File: config.mk
export PLATFORM = sky130hd
export DESIGN_NAME = ix_scoreboard
export DESIGN_NICKNAME = d
export VERILOG_FILES = /design/src/rtl/ix_scoreboard_pkg.sv /design/src/rtl/ix_scoreboard_counter_bank.sv /design/src/rtl/ix_scoreboard.sv
export SDC_FILE = /design/constraint.sdc
export NUM_CORES = 2
export LEC_CHECK = 0
export CORE_ASPECT_RATIO = 0.6
export CORE_MARGIN = 4
export CORE_UTILIZATION = 40
export CTS_BUF_LIST = sky130_fd_sc_hd__clkbuf_8
export DETAILED_ROUTE_END_ITERATION = 6
export PLACE_DENSITY = 0.6
export SKIP_CTS_REPAIR_TIMING = 1
export SLEW_MARGIN = 20
export SYNTH_ARGS = -nofsm -noshare
export SYNTH_HDL_FRONTEND = slang
export SYNTH_SLANG_ARGS = --single-unit
File: constraint.sdc
create_clock -name clk -period 5.95 [get_ports clk]
set_input_delay 1.4875 -clock clk [delete_from_list [all_inputs] [get_ports clk]]
set_output_delay 1.4875 -clock clk [all_outputs]
set_load 0.01 [all_outputs]
File: src/rtl/ix_scoreboard_pkg.sv
// Shared issue-stage types: the writeback-to-issue register write bundle and
// scoreboard sizing constants.
package ix_scoreboard_pkg;

  localparam int REG_WIDTH    = 5;
  localparam int SB_CNT_WIDTH = 2;

  typedef struct packed {
    logic                 wr_en;
    logic [REG_WIDTH-1:0] rd;
    logic [31:0]          wr_data;
  } wb_ix_inf_t;

endpackage

File: src/rtl/ix_scoreboard_counter_bank.sv
// Per-register pending-write counters: one increment (issue) and two
// decrement sources (writeback, squash) per register per cycle.
module sb_counter_bank
  import ix_scoreboard_pkg::*;
#(
  parameter int NUM_REGS  = 32,
  parameter int CNT_WIDTH = SB_CNT_WIDTH
) (
  input  logic                                clk,
  input  logic                                rst,
  input  logic [NUM_REGS-1:0]                 i_inc,
  input  logic [NUM_REGS-1:0]                 i_dec_wb,
  input  logic [NUM_REGS-1:0]                 i_dec_sq,
  output logic [NUM_REGS-1:0][CNT_WIDTH-1:0]  o_cnt,
  output logic [NUM_REGS-1:0]                 o_sat,
  output logic                                o_idle,
  output logic                                o_underflow
);

  localparam int CW1 = CNT_WIDTH + 1;

  logic [NUM_REGS-1:0][CNT_WIDTH-1:0] r_cnt;
  logic [NUM_REGS-1:0][CNT_WIDTH-1:0] w_cnt_nxt;
  logic [NUM_REGS-1:0]                w_uflow;
  logic [CW1-1:0]                     w_sum;
  logic [CW1-1:0]                     w_dec;
  logic                               r_err;

  // One extra bit holds cnt+inc when a saturated counter is also retiring.
  always_comb begin
    w_cnt_nxt = r_cnt;
    w_uflow   = '0;
    w_sum     = '0;
    w_dec     = '0;
    for (int unsigned i = 0; i < NUM_REGS; i++) begin
      w_sum = {1'b0, r_cnt[i]} + CW1'(i_inc[i]);
      w_dec = CW1'(i_dec_wb[i]) + CW1'(i_dec_sq[i]);
      if (w_dec > w_sum) begin
        w_uflow[i]   = 1'b1;
        w_cnt_nxt[i] = '0;
      end else begin
        w_cnt_nxt[i] = CNT_WIDTH'(w_sum - w_dec);
      end
    end
  end

  always_ff @(posedge clk) begin
    if (!rst) begin
      r_cnt <= '0;
      r_err <= 1'b0;
    end else begin
      r_cnt <= w_cnt_nxt;
      if (|w_uflow) r_err <= 1'b1;
    end
  end

  always_ff @(posedge clk) begin
    if (rst) begin
      assert (w_uflow == '0)
        else $warning("sb_counter_bank: pending counter underflow, mask %h", w_uflow);
    end
  end

  always_comb begin
    o_sat = '0;
    for (int unsigned i = 0; i < NUM_REGS; i++) o_sat[i] = (r_cnt[i] == '1);
  end

  assign o_cnt       = r_cnt;
  assign o_idle      = (r_cnt == '0);
  assign o_underflow = r_err;

endmodule

File: src/rtl/ix_scoreboard.sv
// Issue-stage scoreboard: architectural register file with same-cycle WB
// bypass, pending-write tracking and RAW/saturation stall generation.
module ix_scoreboard
  import ix_scoreboard_pkg::*;
#(
  parameter int CNT_WIDTH = SB_CNT_WIDTH,
  parameter int NUM_REGS  = 32
) (
  input  logic                 clk,
  input  logic                 rst,
  input  wb_ix_inf_t           wb_ix_inf,
  input  logic                 issue_valid,
  input  logic [REG_WIDTH-1:0] issue_rs1,
  input  logic [REG_WIDTH-1:0] issue_rs2,
  input  logic                 issue_rs1_used,
  input  logic                 issue_rs2_used,
  input  logic [REG_WIDTH-1:0] issue_rd,
  input  logic                 issue_rd_write,
  input  logic                 squash_valid,
  input  logic [REG_WIDTH-1:0] squash_rd,
  output logic [31:0]          rs1_data,
  output logic [31:0]          rs2_data,
  output logic                 ix_stall,
  output logic                 ix_idle,
  output logic                 sb_error
);

  logic [31:0]                        r_regs [NUM_REGS];
  logic [NUM_REGS-1:0]                w_inc, w_dec_wb, w_dec_sq, w_sat_vec;
  logic [NUM_REGS-1:0][CNT_WIDTH-1:0] w_cnt;
  logic [CNT_WIDTH-1:0]               w_cnt_rs1, w_cnt_rs2;
  logic                               w_wb_hit1, w_wb_hit2;
  logic                               w_raw1, w_raw2, w_sat, w_fire;

  always_ff @(posedge clk) begin
    if (wb_ix_inf.wr_en && wb_ix_inf.rd != '0) r_regs[wb_ix_inf.rd] <= wb_ix_inf.wr_data;
  end

  assign w_wb_hit1 = wb_ix_inf.wr_en && (wb_ix_inf.rd == issue_rs1);
  assign w_wb_hit2 = wb_ix_inf.wr_en && (wb_ix_inf.rd == issue_rs2);
  assign rs1_data  = (issue_rs1 == '0) ? '0 : (w_wb_hit1 ? wb_ix_inf.wr_data : r_regs[issue_rs1]);
  assign rs2_data  = (issue_rs2 == '0) ? '0 : (w_wb_hit2 ? wb_ix_inf.wr_data : r_regs[issue_rs2]);

  always_comb begin
    w_dec_wb = '0;
    w_dec_sq = '0;
    for (int unsigned r = 1; r < NUM_REGS; r++) begin
      w_dec_wb[r] = wb_ix_inf.wr_en && (wb_ix_inf.rd == REG_WIDTH'(r));
      w_dec_sq[r] = squash_valid && (squash_rd == REG_WIDTH'(r));
    end
  end

  // A last outstanding write retiring this cycle is covered by the bypass.
  assign w_cnt_rs1 = w_cnt[issue_rs1];
  assign w_cnt_rs2 = w_cnt[issue_rs2];
  assign w_raw1 = issue_rs1_used && (issue_rs1 != '0) && (w_cnt_rs1 != '0) &&
                  !((w_cnt_rs1 == CNT_WIDTH'(1)) && w_wb_hit1);
  assign w_raw2 = issue_rs2_used && (issue_rs2 != '0) && (w_cnt_rs2 != '0) &&
                  !((w_cnt_rs2 == CNT_WIDTH'(1)) && w_wb_hit2);
  assign w_sat  = issue_rd_write && (issue_rd != '0) && w_sat_vec[issue_rd] &&
                  !w_dec_wb[issue_rd] && !w_dec_sq[issue_rd];

  assign ix_stall = issue_valid && (w_raw1 || w_raw2 || w_sat);
  assign w_fire   = issue_valid && !ix_stall;

  always_comb begin
    w_inc = '0;
    for (int unsigned r = 1; r < NUM_REGS; r++)
      w_inc[r] = w_fire && issue_rd_write && (issue_rd == REG_WIDTH'(r));
  end

  sb_counter_bank #(
    .NUM_REGS  (NUM_REGS),
    .CNT_WIDTH (CNT_WIDTH)
  ) u_cnt (
    .clk         (clk),
    .rst         (rst),
    .i_inc       (w_inc),
    .i_dec_wb    (w_dec_wb),
    .i_dec_sq    (w_dec_sq),
    .o_cnt       (w_cnt),
    .o_sat       (w_sat_vec),
    .o_idle      (ix_idle),
    .o_underflow (sb_error)
  );

endmodule

==> metrics.txt <==
status=complete, but fails checks; violated checks=setup timing; Die ar.=around 150,000 sq um; sequential area share after synthesis=0.575; fmax=roughly 170 MHz; vias in the first global route=~35,000; Layout Nets=3,760; maximum VDD drop=196 uV; clock sinks=1,087; Crit. End Element=primary output; initial antenna violation count=4; total iterations of the first detailed-routing run=5; final setup fails=2; Die Height=297 um; synth warn=0; most common cell in the synthesized netlist=edfxtp_1; Top FF cell, synth=edfxtp_1; largest net degree at the start of global routing=57; M2 GR Usage=0.357; CP startpoint=issue_rd[1]; Synth Area per Inst=18.2 sq um; Register Area=32,000 sq um; TritonCTS Buffers=165; Final Cycle Share=1.01; Synth area leaders=edfxtp_1 55%, mux4_2 27%, ha_1 4.2%; CP delay by family, top=buffers and inverters; Synth cell types=63; RSZ-0062 raised after global routing=yes; slowest stage cell, crit path=clkdlybuf4s50_1; TritonCTS clock tree=yes; Worst path depth=12; residual DRC count=0; RR Endpoint=u_cnt.o_underflow$_SDFFE_PN0P_; WS Path Type=primary input to primary output; IO Count=132; CP bufs+invs=6; Data required, critical path=4460 ps; EDFF count, synth=just over 1,000; Skew-Pair Late Insertion Delay=870 ps; via-per-instance ratio=~6.3; Fill cells=~11,000; CP endpoint=ix_stall; M3 GR Usage=0.0732; final wirelength=182,000 um; Worst Setup Start Kind=primary input; flops & latches, synth=1,087; setup TNS=-90.8 ps; FFs w/ async S/R, synth=0; H-Tree Depth=4; CP max stage delay=550 ps; clk root buf=clkbuf_8; Leak=21.8 nW; Pins Over Slew Limit=0; Reg clk slew, reported paths=60 ps; via count=34,500; global-route wire length before repair=257,000 um; area grow syn2layout=16.9%; HP Class=flip-flop to flip-flop; critical path cell sequence=clkdlybuf4s50_1, buf_4, clkinv_1, buf_4, mux4_2, a221o_1, o221ai_1, nand4_1, nand4b_4, buf_12, and2_1, clkdlybuf4s50_1; Starting Density=0.405; final setup margin=-69.3 ps; R2R setup slack=770 ps; hold slack=889 ps; I/O Buffers=131; PwrDens=255 nW/um^2; Post-Route Skew=34.4 ps; Synth area leader=edfxtp_1; max capacitance violation total=0; R2R Path Start=u_cnt.o_cnt[16]$_SDFF_PP0_; reg2reg path depth=20; multi-input logic area=22,800 sq um; core area=137,000 sq um; DRT iter0 DRCs=4,887; Remaining Overflow, GRT=0; GRT Resource Usage Total=0.248; Clock Path Buffers=3; Antenna Nets Post-Route=0; Detail Placement HPWL=109,000 um; Routed WL per cell=33.4 um; Synth top area share=0.552; final hold vios=0; grt peak-use layer=met1; Synth top cells by count=1,024 x edfxtp_1, 669 x mux4_2, 223 x nor2_1, 186 x ha_1, 106 x clkbuf_1; Post-Syn Instances=3,058; met1 GRT Util=0.366; mapped cell area=55,700 sq um; Max transition margin=0.291; worst-margin pin slew=1060 ps; layout cells sized above 1=0.365; minimum clock period=6020 ps; Site Rows=105; crit path DAT=between 4000 and 5000 ps; die width=490 um; critical path fanouts, max=14; gpl congestion=0.958
registers in the layout, indices dropped and copies added (netlist names):
name	flops
r_regs	1024
u_cnt.o_cnt	62
u_cnt.o_underflow	1
power breakdown:
group	total (W)	leakage, nW	switching (W)	internal (W)
clock network	0.00595	1.73	0.00306	0.00289
registers	0.00855	9.76	0.0000755	0.00848
logic	0.00213	10.3	0.00110	0.00103
layout by cell type, fill, tap and decap left out, drive strengths merged, types with 5 or more instances in the layout:
cell type / instances
a211oi: 66
a21oi: 34
buf: 353
bufinv: 6
clkbuf: 172
clkdlybuf4s50: 120
clkinv: 59
clkinvlp: 6
conb: 32
dfxtp: 63
edfxtp: 1024
ha: 186
inv: 152
mux2: 5
mux2i: 85
mux4: 669
nand2: 76
nand2b: 9
nand3: 17
nand4: 16
nand4b: 7
nor2: 223
nor2b: 40
nor3: 15
nor4: 49
o21ai: 40
o311a: 5
xor2: 42
kinds of logic after synthesis:
kind of cell / synth area share
flops: 0.575
mux: 0.287
compound gates: 0.0218
xor+xnor: 0.00723
buf+inv: 0.0250
other cells: 0.0000673
fa+ha+maj: 0.0418
simple gates: 0.0424
how the worst min path moves through the flow:
stage	startpoint	to	slack [ps]	cells after the start
6_report	u_cnt.o_cnt[36]$_SDFF_PP0_	u_cnt.o_cnt[36]$_SDFF_PP0_	890	3
5_1_grt	u_cnt.o_cnt[30]$_SDFF_PP0_	u_cnt.o_cnt[30]$_SDFF_PP0_	910	3
4_1_cts	u_cnt.o_cnt[36]$_SDFF_PP0_	u_cnt.o_cnt[36]$_SDFF_PP0_	860	3
3_5_place_dp	u_cnt.o_cnt[30]$_SDFF_PP0_	u_cnt.o_cnt[30]$_SDFF_PP0_	840	3
3_3_place_gp	u_cnt.o_cnt[24]$_SDFF_PP0_	u_cnt.o_cnt[24]$_SDFF_PP0_	820	3
2_1_floorplan	u_cnt.o_underflow$_SDFFE_PN0P_	u_cnt.o_underflow$_SDFFE_PN0P_	680	3
metal layers:
metal | routed length (um) | vias up
li1 | - | 13700
met1 | 76100 | 18200
met2 | 80100 | 2214
met3 | 21200 | 341
met4 | 4820 | 2
met5 | 8 | -
final cells by class:
| class | count | area share |
|---|---|---|
| antenna | 2 | 0.0000769 |
| clock buffer | 168 | 0.0355 |
| clock inverter | 124 | 0.0108 |
| inverter | 99 | 0.00573 |
| multi-input combinational | 1678 | 0.351 |
| sequential | 1087 | 0.492 |
| tap | 1819 | 0.0350 |
| timing repair buffer | 478 | 0.0705 |
metrics by stage:
stage / setup slack (ps) / cell area, sq um / power (W) / util / instances
2_1_floorplan: 896 / 55800 / 0.00983 / - / 3089
3_3_place_gp: -1050 / 61700 / 0.0107 / 0.449 / 5150
3_5_place_dp: -783 / 61700 / 0.0108 / 0.449 / 5150
4_1_cts: -251 / 64700 / 0.0167 / 0.471 / 5442
5_1_grt: -121 / 65100 / 0.0172 / 0.474 / 5454
6_report: -69.3 / 65100 / 0.0166 / 0.474 / 5455
worst min-delay path: cells and delay by family, from the launching register on:
family / cells / cell delay (ps)
fa+ha+maj: 2 / 360
flops: 1 / 440
simple gates: 1 / 50
Power figures use the tool's default switching activity.
